==> config.mk <==
export PLATFORM = sky130hd
export DESIGN_NAME = spi_msg_tx
export DESIGN_NICKNAME = d
export VERILOG_FILES = /design/src/rtl/spi_msg_tx_pkg.sv /design/src/rtl/spi_msg_tx_fifo.sv /design/src/rtl/spi_msg_tx.sv
export SDC_FILE = /design/constraint.sdc
export NUM_CORES = 2
export LEC_CHECK = 0
export BUFFER_PORTS_ARGS = -buffer_cell sky130_fd_sc_hd__buf_2
export CORE_MARGIN = 5
export CORE_UTILIZATION = 28
export CTS_CLUSTER_DIAMETER = 40
export DETAILED_ROUTE_END_ITERATION = 8
export PLACE_DENSITY = 0.37
export SETUP_SLACK_MARGIN = 0.05
export SLEW_MARGIN = 15
export SYNTH_ARGS = -nofsm -noshare
export SYNTH_HDL_FRONTEND = slang
export SYNTH_MEMORY_MAX_BITS = 65536
export SYNTH_SLANG_ARGS = --single-unit
==> constraint.sdc <==
create_clock -name SYS_CLK -period 4.85 [get_ports SYS_CLK]
set_clock_uncertainty 0.05 [all_clocks]
set_input_delay 0 -clock SYS_CLK [delete_from_list [all_inputs] [get_ports SYS_CLK]]
set_output_delay 0 -clock SYS_CLK [all_outputs]
set_load 0.05 [all_outputs]
==> src/rtl/spi_msg_tx_pkg.sv <==
// Shared widths and FSM encoding for the SPI message transmitter.
package spi_msg_tx_pkg;
  localparam int WORD_W = 16;
  localparam int LEN_W  = 8;

  typedef enum logic [1:0] {
    ST_IDLE  = 2'd0,
    ST_WAIT  = 2'd1,
    ST_SHIFT = 2'd2,
    ST_GAP   = 2'd3
  } state_t;
endpackage

==> src/rtl/spi_msg_tx_fifo.sv <==
// Synchronous FIFO with show-ahead read data and registered full/empty flags
// that reflect the occupancy after the current cycle's push and pop.
module sync_fifo #(
  parameter int WIDTH = 16,
  parameter int DEPTH = 256
) (
  input  logic             i_clk,
  input  logic             i_rst_n,
  input  logic             i_wr,
  input  logic [WIDTH-1:0] i_wdata,
  input  logic             i_rd,
  output logic             o_full,
  output logic             o_empty,
  output logic [WIDTH-1:0] o_q
);
  localparam int AW = $clog2(DEPTH);

  logic [WIDTH-1:0] r_mem [DEPTH];
  logic [AW-1:0]    r_wp, r_rp;
  logic [AW:0]      r_cnt, w_cnt_nxt;
  logic             r_full, r_empty;
  logic             w_push, w_pop;

  assign w_push = i_wr && !r_full;
  assign w_pop  = i_rd && !r_empty;

  always_comb begin
    w_cnt_nxt = r_cnt;
    if (w_push && !w_pop)
      w_cnt_nxt = r_cnt + (AW+1)'(1);
    else if (!w_push && w_pop)
      w_cnt_nxt = r_cnt - (AW+1)'(1);
  end

  always_ff @(posedge i_clk or negedge i_rst_n) begin
    if (!i_rst_n) begin
      r_wp    <= '0;
      r_rp    <= '0;
      r_cnt   <= '0;
      r_full  <= 1'b0;
      r_empty <= 1'b1;
    end else begin
      if (w_push) r_wp <= r_wp + AW'(1);
      if (w_pop)  r_rp <= r_rp + AW'(1);
      r_cnt   <= w_cnt_nxt;
      r_full  <= (w_cnt_nxt == (AW+1)'(DEPTH));
      r_empty <= (w_cnt_nxt == '0);
    end
  end

  always_ff @(posedge i_clk) begin
    if (w_push) r_mem[r_wp] <= i_wdata;
  end

  assign o_full  = r_full;
  assign o_empty = r_empty;
  assign o_q     = r_mem[r_rp];
endmodule

==> src/rtl/spi_msg_tx.sv <==
// Message-level SPI transmitter: queues committed messages and serializes
// them MSB-first, pausing between words while the far end raises RX_STOP.
module spi_msg_tx
  import spi_msg_tx_pkg::*;
#(
  parameter int CLK_DIV  = 4,
  parameter int DEPTH    = 256,
  parameter int LQ_DEPTH = 4
) (
  input  logic              SYS_CLK,
  input  logic              RST,
  input  logic [WORD_W-1:0] WR_DATA,
  input  logic              WR_ENA,
  output logic              WR_FULL,
  input  logic              COMMIT,
  output logic              LQ_FULL,
  output logic              TX_CLK,
  output logic              TX_DATA,
  output logic              TX_LOAD,
  input  logic              RX_STOP,
  output logic              BUSY
);
  localparam int            DW       = $clog2(CLK_DIV);
  localparam logic [DW-1:0] DIV_LAST = DW'(CLK_DIV - 1);
  localparam logic [DW-1:0] DIV_HALF = DW'(CLK_DIV / 2);

  state_t            r_state, w_state_nxt;
  logic [DW-1:0]     r_div, w_div_nxt;
  logic              w_tick;
  logic              r_tx_clk, r_tx_data, r_tx_load;
  logic              r_stop_m, r_stop_s;
  logic [LEN_W-1:0]  r_wcnt, r_remain;
  logic [3:0]        r_bit;
  logic [WORD_W-1:0] r_sh;
  logic              w_wr_acc, w_commit_ok;
  logic              w_word_full, w_word_empty, w_word_pop;
  logic [WORD_W-1:0] w_word_q;
  logic              w_lq_full, w_lq_empty, w_lq_pop;
  logic [LEN_W-1:0]  w_lq_q;

  // w_tick marks the last cycle of a bit period; outputs update on it so they
  // change at count 0, coincident with the TX_CLK falling edge.
  assign w_tick    = (r_div == DIV_LAST);
  assign w_div_nxt = w_tick ? '0 : r_div + DW'(1);

  assign w_wr_acc    = WR_ENA && !w_word_full;
  assign w_commit_ok = COMMIT && (r_wcnt != '0) && !w_lq_full;

  sync_fifo #(.WIDTH(WORD_W), .DEPTH(DEPTH)) u_word_fifo (
    .i_clk   (SYS_CLK),
    .i_rst_n (RST),
    .i_wr    (WR_ENA),
    .i_wdata (WR_DATA),
    .i_rd    (w_word_pop),
    .o_full  (w_word_full),
    .o_empty (w_word_empty),
    .o_q     (w_word_q)
  );

  sync_fifo #(.WIDTH(LEN_W), .DEPTH(LQ_DEPTH)) u_len_q (
    .i_clk   (SYS_CLK),
    .i_rst_n (RST),
    .i_wr    (w_commit_ok),
    .i_wdata (r_wcnt),
    .i_rd    (w_lq_pop),
    .o_full  (w_lq_full),
    .o_empty (w_lq_empty),
    .o_q     (w_lq_q)
  );

  always_ff @(posedge SYS_CLK or negedge RST) begin
    if (!RST) begin
      r_div    <= '0;
      r_tx_clk <= 1'b0;
      r_stop_m <= 1'b0;
      r_stop_s <= 1'b0;
      r_wcnt   <= '0;
    end else begin
      r_div    <= w_div_nxt;
      r_tx_clk <= (w_div_nxt >= DIV_HALF);
      r_stop_m <= RX_STOP;
      r_stop_s <= r_stop_m;
      // A write in the committing cycle starts the next message.
      if (w_commit_ok)
        r_wcnt <= w_wr_acc ? LEN_W'(1) : '0;
      else if (w_wr_acc && (r_wcnt != '1))
        r_wcnt <= r_wcnt + LEN_W'(1);
    end
  end

  // GAP's closing boundary loads the next word directly so a word costs 17 periods.
  always_comb begin
    w_state_nxt = r_state;
    w_lq_pop    = 1'b0;
    w_word_pop  = 1'b0;
    case (r_state)
      ST_IDLE: begin
        if (!w_lq_empty) begin
          w_lq_pop    = 1'b1;
          w_state_nxt = ST_WAIT;
        end
      end
      ST_WAIT: begin
        if (w_tick && !r_stop_s && !w_word_empty) begin
          w_word_pop  = 1'b1;
          w_state_nxt = ST_SHIFT;
        end
      end
      ST_SHIFT: begin
        if (w_tick && (r_bit == 4'd0))
          w_state_nxt = ST_GAP;
      end
      ST_GAP: begin
        if (w_tick) begin
          if (r_remain == '0)
            w_state_nxt = ST_IDLE;
          else if (r_stop_s || w_word_empty)
            w_state_nxt = ST_WAIT;
          else begin
            w_word_pop  = 1'b1;
            w_state_nxt = ST_SHIFT;
          end
        end
      end
      default: w_state_nxt = ST_IDLE;
    endcase
  end

  always_ff @(posedge SYS_CLK or negedge RST) begin
    if (!RST) begin
      r_state   <= ST_IDLE;
      r_remain  <= '0;
      r_bit     <= 4'd0;
      r_tx_data <= 1'b0;
      r_tx_load <= 1'b0;
    end else begin
      r_state <= w_state_nxt;
      if (w_lq_pop)
        r_remain <= w_lq_q;
      if (w_word_pop) begin
        r_tx_data <= w_word_q[WORD_W-1];
        r_tx_load <= 1'b1;
        r_bit     <= 4'd15;
      end else if ((r_state == ST_SHIFT) && w_tick) begin
        if (r_bit == 4'd0) begin
          r_tx_data <= 1'b0;
          r_tx_load <= 1'b0;
          r_remain  <= r_remain - LEN_W'(1);
        end else begin
          r_tx_data <= r_sh[WORD_W-2];
          r_bit     <= r_bit - 4'd1;
        end
      end
    end
  end

  always_ff @(posedge SYS_CLK) begin
    if (w_word_pop)
      r_sh <= w_word_q;
    else if ((r_state == ST_SHIFT) && w_tick)
      r_sh <= r_sh << 1;
  end

  assign WR_FULL = w_word_full;
  assign LQ_FULL = w_lq_full;
  assign TX_CLK  = r_tx_clk;
  assign TX_DATA = r_tx_data;
  assign TX_LOAD = r_tx_load;
  assign BUSY    = !w_lq_empty || (r_state != ST_IDLE);
endmodule

# Word-level counts from Yosys, hierarchy flattened
# Memory sizes are Yosys's and may differ from the RTL's.
# Index checks and enable logic that the tools add are counted.
# classes
add_sub_neg,12
n_lt_le_gt_ge,1
eq_ne,12
muxes,41
n_reduce_logical,39
# ops
cell,n
2-to-1 mux 8 bit,6
2-to-1 mux 15 bit,2
"adder 8 x 1 -> 8 bit, second input constant",3
2-to-1 mux 9 bit,2
2-to-1 mux 1 bit,17
logical AND 1 bit,15
2-to-1 mux 2 bit,7
2-to-1 mux 4 bit,3
"adder 9 x 1 -> 9 bit, second input constant",1
"== test 9 bit, second input constant",1
logical NOT 1 bit,9
logical NOT 9 bit,1
"subtractor 9 x 1 -> 9 bit, second input constant",1
logical NOT 8 bit,1
"!= test 2 bit, second input constant",4
"!= test 8 bit, second input constant",1
case mux 2 bit (4 select lines),1
nonzero test 2 bit,4
nonzero test 8 bit,1
"subtractor 8 x 1 -> 8 bit, second input constant",1
"adder 2 x 1 -> 2 bit, second input constant",3
"== test 2 bit, second input constant",3
2-to-1 mux 3 bit,2
logical NOT 4 bit,1
other kinds (13),15
# word_totals
register_bits,80
ramBits,4128
inputBits,21
wordCells,128
memories,2
# mem_list
memory,depth,width,read_ports,rd_ports_with_merged_regs,write_ports,line_no,source
u_word_fifo.r_mem,256,16,1,0,1,spi_msg_tx_fifo.sv:18,logic [WIDTH-1:0] r_mem [DEPTH];
u_len_q.r_mem,4,8,1,0,1,spi_msg_tx_fifo.sv:18,

# Longest topological paths before layout
# depth
ltp_word,10
mapped_depth,12

# Cells and area by module
# A second synthesis with hierarchy kept.
# unflattened
cells_unflattened,7946
area_unflattened_um2,163694.5
# by_module_without_submodules
mod,n_inst,cells_per_inst,area_per_inst_um2,seq_area_each_um2
sync_fifo (u_word_fifo),1,7658,159805.8,123674.9
spi_msg_tx,1,191,2168.3,1151.1
sync_fifo (u_len_q),1,97,1720.4,1187.4

# Worst setup path before layout
# No wires, ideal clock.
# synth_path
kind,register to register
from,register u_word_fifo.r_full (netlist: u_word_fifo.o_full)
to,"memory u_word_fifo.r_mem[63][0], enable pin"
setup_time_ns,0.409
arrival_time_ns,2.674
required_time_ns,4.391
setup_slack_ns,1.716
stages_incl_launch_ff,7
n_path_buf,1
path_cell_list,dfrtp_1 > nand2b_1 > clkbuf_1 > or2_2 > inv_1 > nand2_1 > nor3_1
# synth_via
elab_chain_cells,4
# synth_rtl
element,line_no,source
from (decl),spi_msg_tx_fifo.sv:21,"logic r_full, r_empty;"
from (signal assigned),spi_msg_tx_fifo.sv:46,r_full <= (w_cnt_nxt == (AW+1)'(DEPTH));
logical NOT 1 bit,spi_msg_tx_fifo.sv:24,assign w_push = i_wr && !r_full;
logical AND 1 bit,spi_msg_tx_fifo.sv:24,
2-to-1 mux 1 bit,spi_msg_tx_fifo.sv:52,if (w_push) r_mem[r_wp] <= i_wdata;
2-to-1 mux 1 bit (not written as such),spi_msg_tx_fifo.sv:52,
to (decl),spi_msg_tx_fifo.sv:18,
# No other way between the ends.

# Worst setup path in the final report
# layout_path
from,register u_word_fifo.r_rp[1]
to,"register r_sh[3], data pin"
# layout_via
elab_chain_cells,2
# layout_rtl
element,line_no,source
from (decl),spi_msg_tx_fifo.sv:19,"logic [AW-1:0] r_wp, r_rp;"
from (signal assigned),spi_msg_tx_fifo.sv:44,if (w_pop) r_rp <= r_rp + AW'(1);
memory (256 x 16 bit),n/a,
2-to-1 mux 15 bit,spi_msg_tx.sv:158,if (w_word_pop)
to (signal assigned),spi_msg_tx.sv:159,r_sh <= w_word_q;
to (signal assigned),spi_msg_tx.sv:161,r_sh <= r_sh << 1;
to (decl),spi_msg_tx.sv:34,logic [WORD_W-1:0] r_sh;
# No other way between the ends.
# A chain may end at the register's enable or synchronous reset.

==> run summary <==
STA
-------------------------------------------------------------------------------------------
Hold Vio Cnt, Final ..........................................................            0
Setup repair after global routing missed its margin ..........................           no
Worst Max-Slew Pin Slew ......................................................      1.29 ns
Number of pins exceeding their max-slew limit in the final report ............            0
Total of endpoints with negative setup slack in the final report .............            0
Final period demand of the worst path ........................................      4.50 ns
Worst slew margin relative to its limit ......................................        0.142
Final period utilization .....................................................        0.929
Maximum achievable frequency .................................................      222 MHz

POWER
-------------------------------------------------------------------------------------------
VDD IR-drop max ..............................................................     0.395 mV
Power density of the placed cells ............................................   588 nW/um2
Pwr Total ....................................................................       118 mW
Leakage power total ..........................................................      63.4 nW

SYNTH
-------------------------------------------------------------------------------------------
Number of enable-type register cells in the synthesized netlist ..............        4,143
Number of distinct library cells after synthesis .............................           76
Portion of synthesized cell area occupied by the leading cell type ...........        0.767
Commonest cells post-synth ................................................... 4,143 x sky130_fd_sc_hd__edfxtp_1, 1,141 x sky130_fd_sc_hd__mux4_2, 323 x sky130_fd_sc_hd__nor2_1, 164 x sky130_fd_sc_hd__clkbuf_1, 151 x sky130_fd_sc_hd__mux2i_1
Register area share after synthesis ..........................................        0.777
Post-synthesis instance area .................................................  162,000 um2
Gate Count Post-Synth ........................................................        7,078
Avg Synthesized Cell Area ....................................................     22.9 um2
Post-synthesis register bit count ............................................        4,207
Commonest register cell after synthesis ...................................... sky130_fd_sc_hd__edfxtp_1
Number of warning messages in the yosys log ..................................            0
Synth top area cells ......................................................... sky130_fd_sc_hd__edfxtp_1 77%, sky130_fd_sc_hd__mux4_2 16%, sky130_fd_sc_hd__dfrtp_1 0.96%
Async set-or-reset flop fraction in the synthesized netlist ..................       0.0152
Synthesized net count ........................................................        7,117
Cell type with the highest aggregate area in the netlist ..................... sky130_fd_sc_hd__edfxtp_1
Most instantiated library cell after synthesis ............................... sky130_fd_sc_hd__edfxtp_1

SETUP PATH
-------------------------------------------------------------------------------------------
CP startpoint kind ...........................................................     register
Critical Path Slowest Stage Cell ............................................. sky130_fd_sc_hd__dfrtp_4
Required time of the critical path ...........................................      5.58 ns
Worst setup path category ....................................................      reg2reg
Data arrival time at the worst-slack endpoint ................................      5.23 ns
Chain of cells forming the critical path ..................................... buf_4 -> mux4_2 -> mux4_2 -> a21oi_2 -> nand3_1 -> nand3_1 -> o311ai_1
Crit-path max FO .............................................................           30
CP max stage delay ...........................................................      0.96 ns
Capturing element type of the critical path ..................................     register

DRT
-------------------------------------------------------------------------------------------
Number of design-rule violations left by the first detailed-router iteration .        7,760
Vias per inst ................................................................         4.94
Via total after detailed routing .............................................       80,960
Routed wire per std cell .....................................................      34.0 um
Post-detailed-route DRC marker count .........................................            0
Detailed Route WL ............................................................       556 mm
Count of antenna-violating nets left after detailed routing ..................            0
Count of TritonRoute iterations in the first routing pass ....................            5

CLOCK NETWORK
-------------------------------------------------------------------------------------------
Source-to-sink clock delay at the later pin of the worst-skew pair ...........      1.06 ns
Cts bufs inserted ............................................................          691
Clock tree from TritonCTS ....................................................        built
Number of sinks on the clock net .............................................        4,207
Maximum number of buffers from clock root to sink ............................            4
Hold buffer count at cts .....................................................           45
Number of levels the H-tree was split into ...................................            6
CTS clock-pin slew for the worst setup and hold paths ........................      0.05 ns
Cell at the root of the clock tree ........................................... sky130_fd_sc_hd__clkbuf_16
Number of buffers added for setup after CTS ..................................            0
Post-CTS resize count ........................................................            0

FINISH
-------------------------------------------------------------------------------------------
Final Cell Area ..............................................................  201,000 um2
Filler cells .................................................................       53,779
Net count, final .............................................................        8,087
Final design utilization .....................................................        0.348
Share of cells above drive strength 1 ........................................        0.374
Area growth, synth to finish .................................................        23.8%
Sequential cell area .........................................................  126,000 um2
Footprint of the multi-input gates ...........................................   35,000 um2

FLOORPLANNING
-------------------------------------------------------------------------------------------
IO Pins ......................................................................           27
Number of rows created at floorplan ..........................................          279
Initial Util .................................................................        0.281
Area of the core .............................................................  577,000 um2
Die width ....................................................................       771 um
Full die area ................................................................  595,000 um2
Floorplan die height .........................................................       771 um

PLACEMENT
-------------------------------------------------------------------------------------------
IO buf count .................................................................           26
Placer Congestion ............................................................        0.809
Standard cell area after detailed placement ..................................  177,000 um2
Half-perimeter wire length after detailed placement ..........................       334 mm

GRT
-------------------------------------------------------------------------------------------
Number of global-route vias before repair ....................................       84,632
Initial antenna violation count ..............................................           44
Pin count of the biggest net entering global routing .........................          162
Global-route wire length before repair .......................................       752 mm
Global-route usage over all layers ...........................................        0.183
Global route overflow ........................................................            0

RUN STATUS
-------------------------------------------------------------------------------------------
Result of the run ............................................................ finished clean

FLOW RUN
-------------------------------------------------------------------------------------------
Maximum capacitance violations ...............................................            0

HOLD PATH
-------------------------------------------------------------------------------------------
Class of the tightest hold or removal check ..................................       in2reg

cell families after synthesis:
| group | Yosys count | synth area share |
|---|---|---|
| xor gates and xnor gates | 34 | 0.00184 |
| and+or+nand+nor | 649 | 0.0178 |
| muxes | 1311 | 0.169 |
| buffers and inverters | 437 | 0.0144 |
| DFF | 4207 | 0.777 |
| AOI/OAI and AO/OA | 422 | 0.0191 |
| adders and majority gates | 18 | 0.00139 |
critical path, delay by kind of cell (launching register included):
kind	cells	cell delay, ns
flip-flops	1	0.96
AND/OR/NAND/NOR	2	0.72
AO/OA/AOI/OAI	2	0.89
buffers and inverters	1	0.57
multiplexers	2	0.96
cell type report:
class	count	share of cell area
sequential	4207	0.627
multi-input combinational	2434	0.174
clock buffer	788	0.0888
tap	7727	0.0481
timing repair buffer	684	0.0314
clock inverter	497	0.0295
inverter	30	0.000679
antenna	13	0.000162
through the flow:
stage                     worst slack, ns  setup TNS [ns]  hold WS [ns]  std cells
after detailed placement            0.229               0        0.0610      15037
final                               0.345               0        0.0949      16380
after global placement             -0.160          -0.160        0.0622      15035
after global routing                0.219               0        0.0536      16369
after CTS                           0.220               0       0.00604      16367
after floorplan                      1.72               0        -0.346       7078
power breakdown:
group          total [mW]  switching [mW]  internal (mW)
logic                27.3            15.8           11.6
registers            41.2           0.571           40.6
clock network        49.7            18.2           31.5
cell usage in the layout, fill, tap and decap left out, drive strengths merged, types with 23 or more instances in the layout:
cell type / netlist / final
nor2: 323 / 323
dfrtp: 62 / 62
clkbuf: 165 / 788
a211oi: 25 / 25
nand2: 134 / 134
clkinvlp: 0 / 71
mux4: 1141 / 1141
o21ai: 37 / 37
clkinv: 2 / 276
a22oi: 93 / 93
a22o: 35 / 35
xnor2: 25 / 25
o221ai: 23 / 23
inv: 28 / 90
dlygate4sd3: 0 / 38
buf: 242 / 646
nand3: 50 / 50
mux2i: 151 / 151
edfxtp: 4143 / 4143
bufinv: 0 / 90
a21oi: 64 / 64
registers in the layout (all words and copies together), names as in the netlist, 3 cells and up:
register / cells
r_bit: 4
r_remain: 8
r_sh: 15
r_wcnt: 8
u_len_q.r_cnt: 3
u_len_q.r_mem: 32
u_word_fifo.r_cnt: 9
u_word_fifo.r_mem: 4096
u_word_fifo.r_rp: 8
u_word_fifo.r_wp: 8
path summary, 6_finish.rpt:
| kind | startpoint | endpoint | slack, ns | cells after the start |
|---|---|---|---|---|
| worst max-delay path | u_word_fifo.r_rp[1] | r_sh[3] | 0.35 | 7 |
| worst min-delay path | WR_DATA[13] | u_word_fifo.r_mem[4][13] | 0.09 | 2 |
| worst max register to register | u_word_fifo.r_rp[1] | r_sh[3] | 0.35 | 7 |
| worst min register to register | r_stop_m | r_stop_s | 0.32 | 0 |
| max in group asynchronous | RST | u_word_fifo.r_rp[2] | 3.77 | 5 |
| min in group asynchronous | RST | u_word_fifo.o_empty | 0.52 | 4 |
layer usage:
metal  global-route usage  wire length [um]  share of wire  up-vias
met5                    0                22       0.000040        -
met4               0.0468             14300          0.026        4
met3               0.0310             30800          0.055      733
met2                0.296            263000           0.47     2517
met1                0.258            248000           0.45    45234
li1                     -                 -              -    32472
Power figures use the tool's default switching activity.
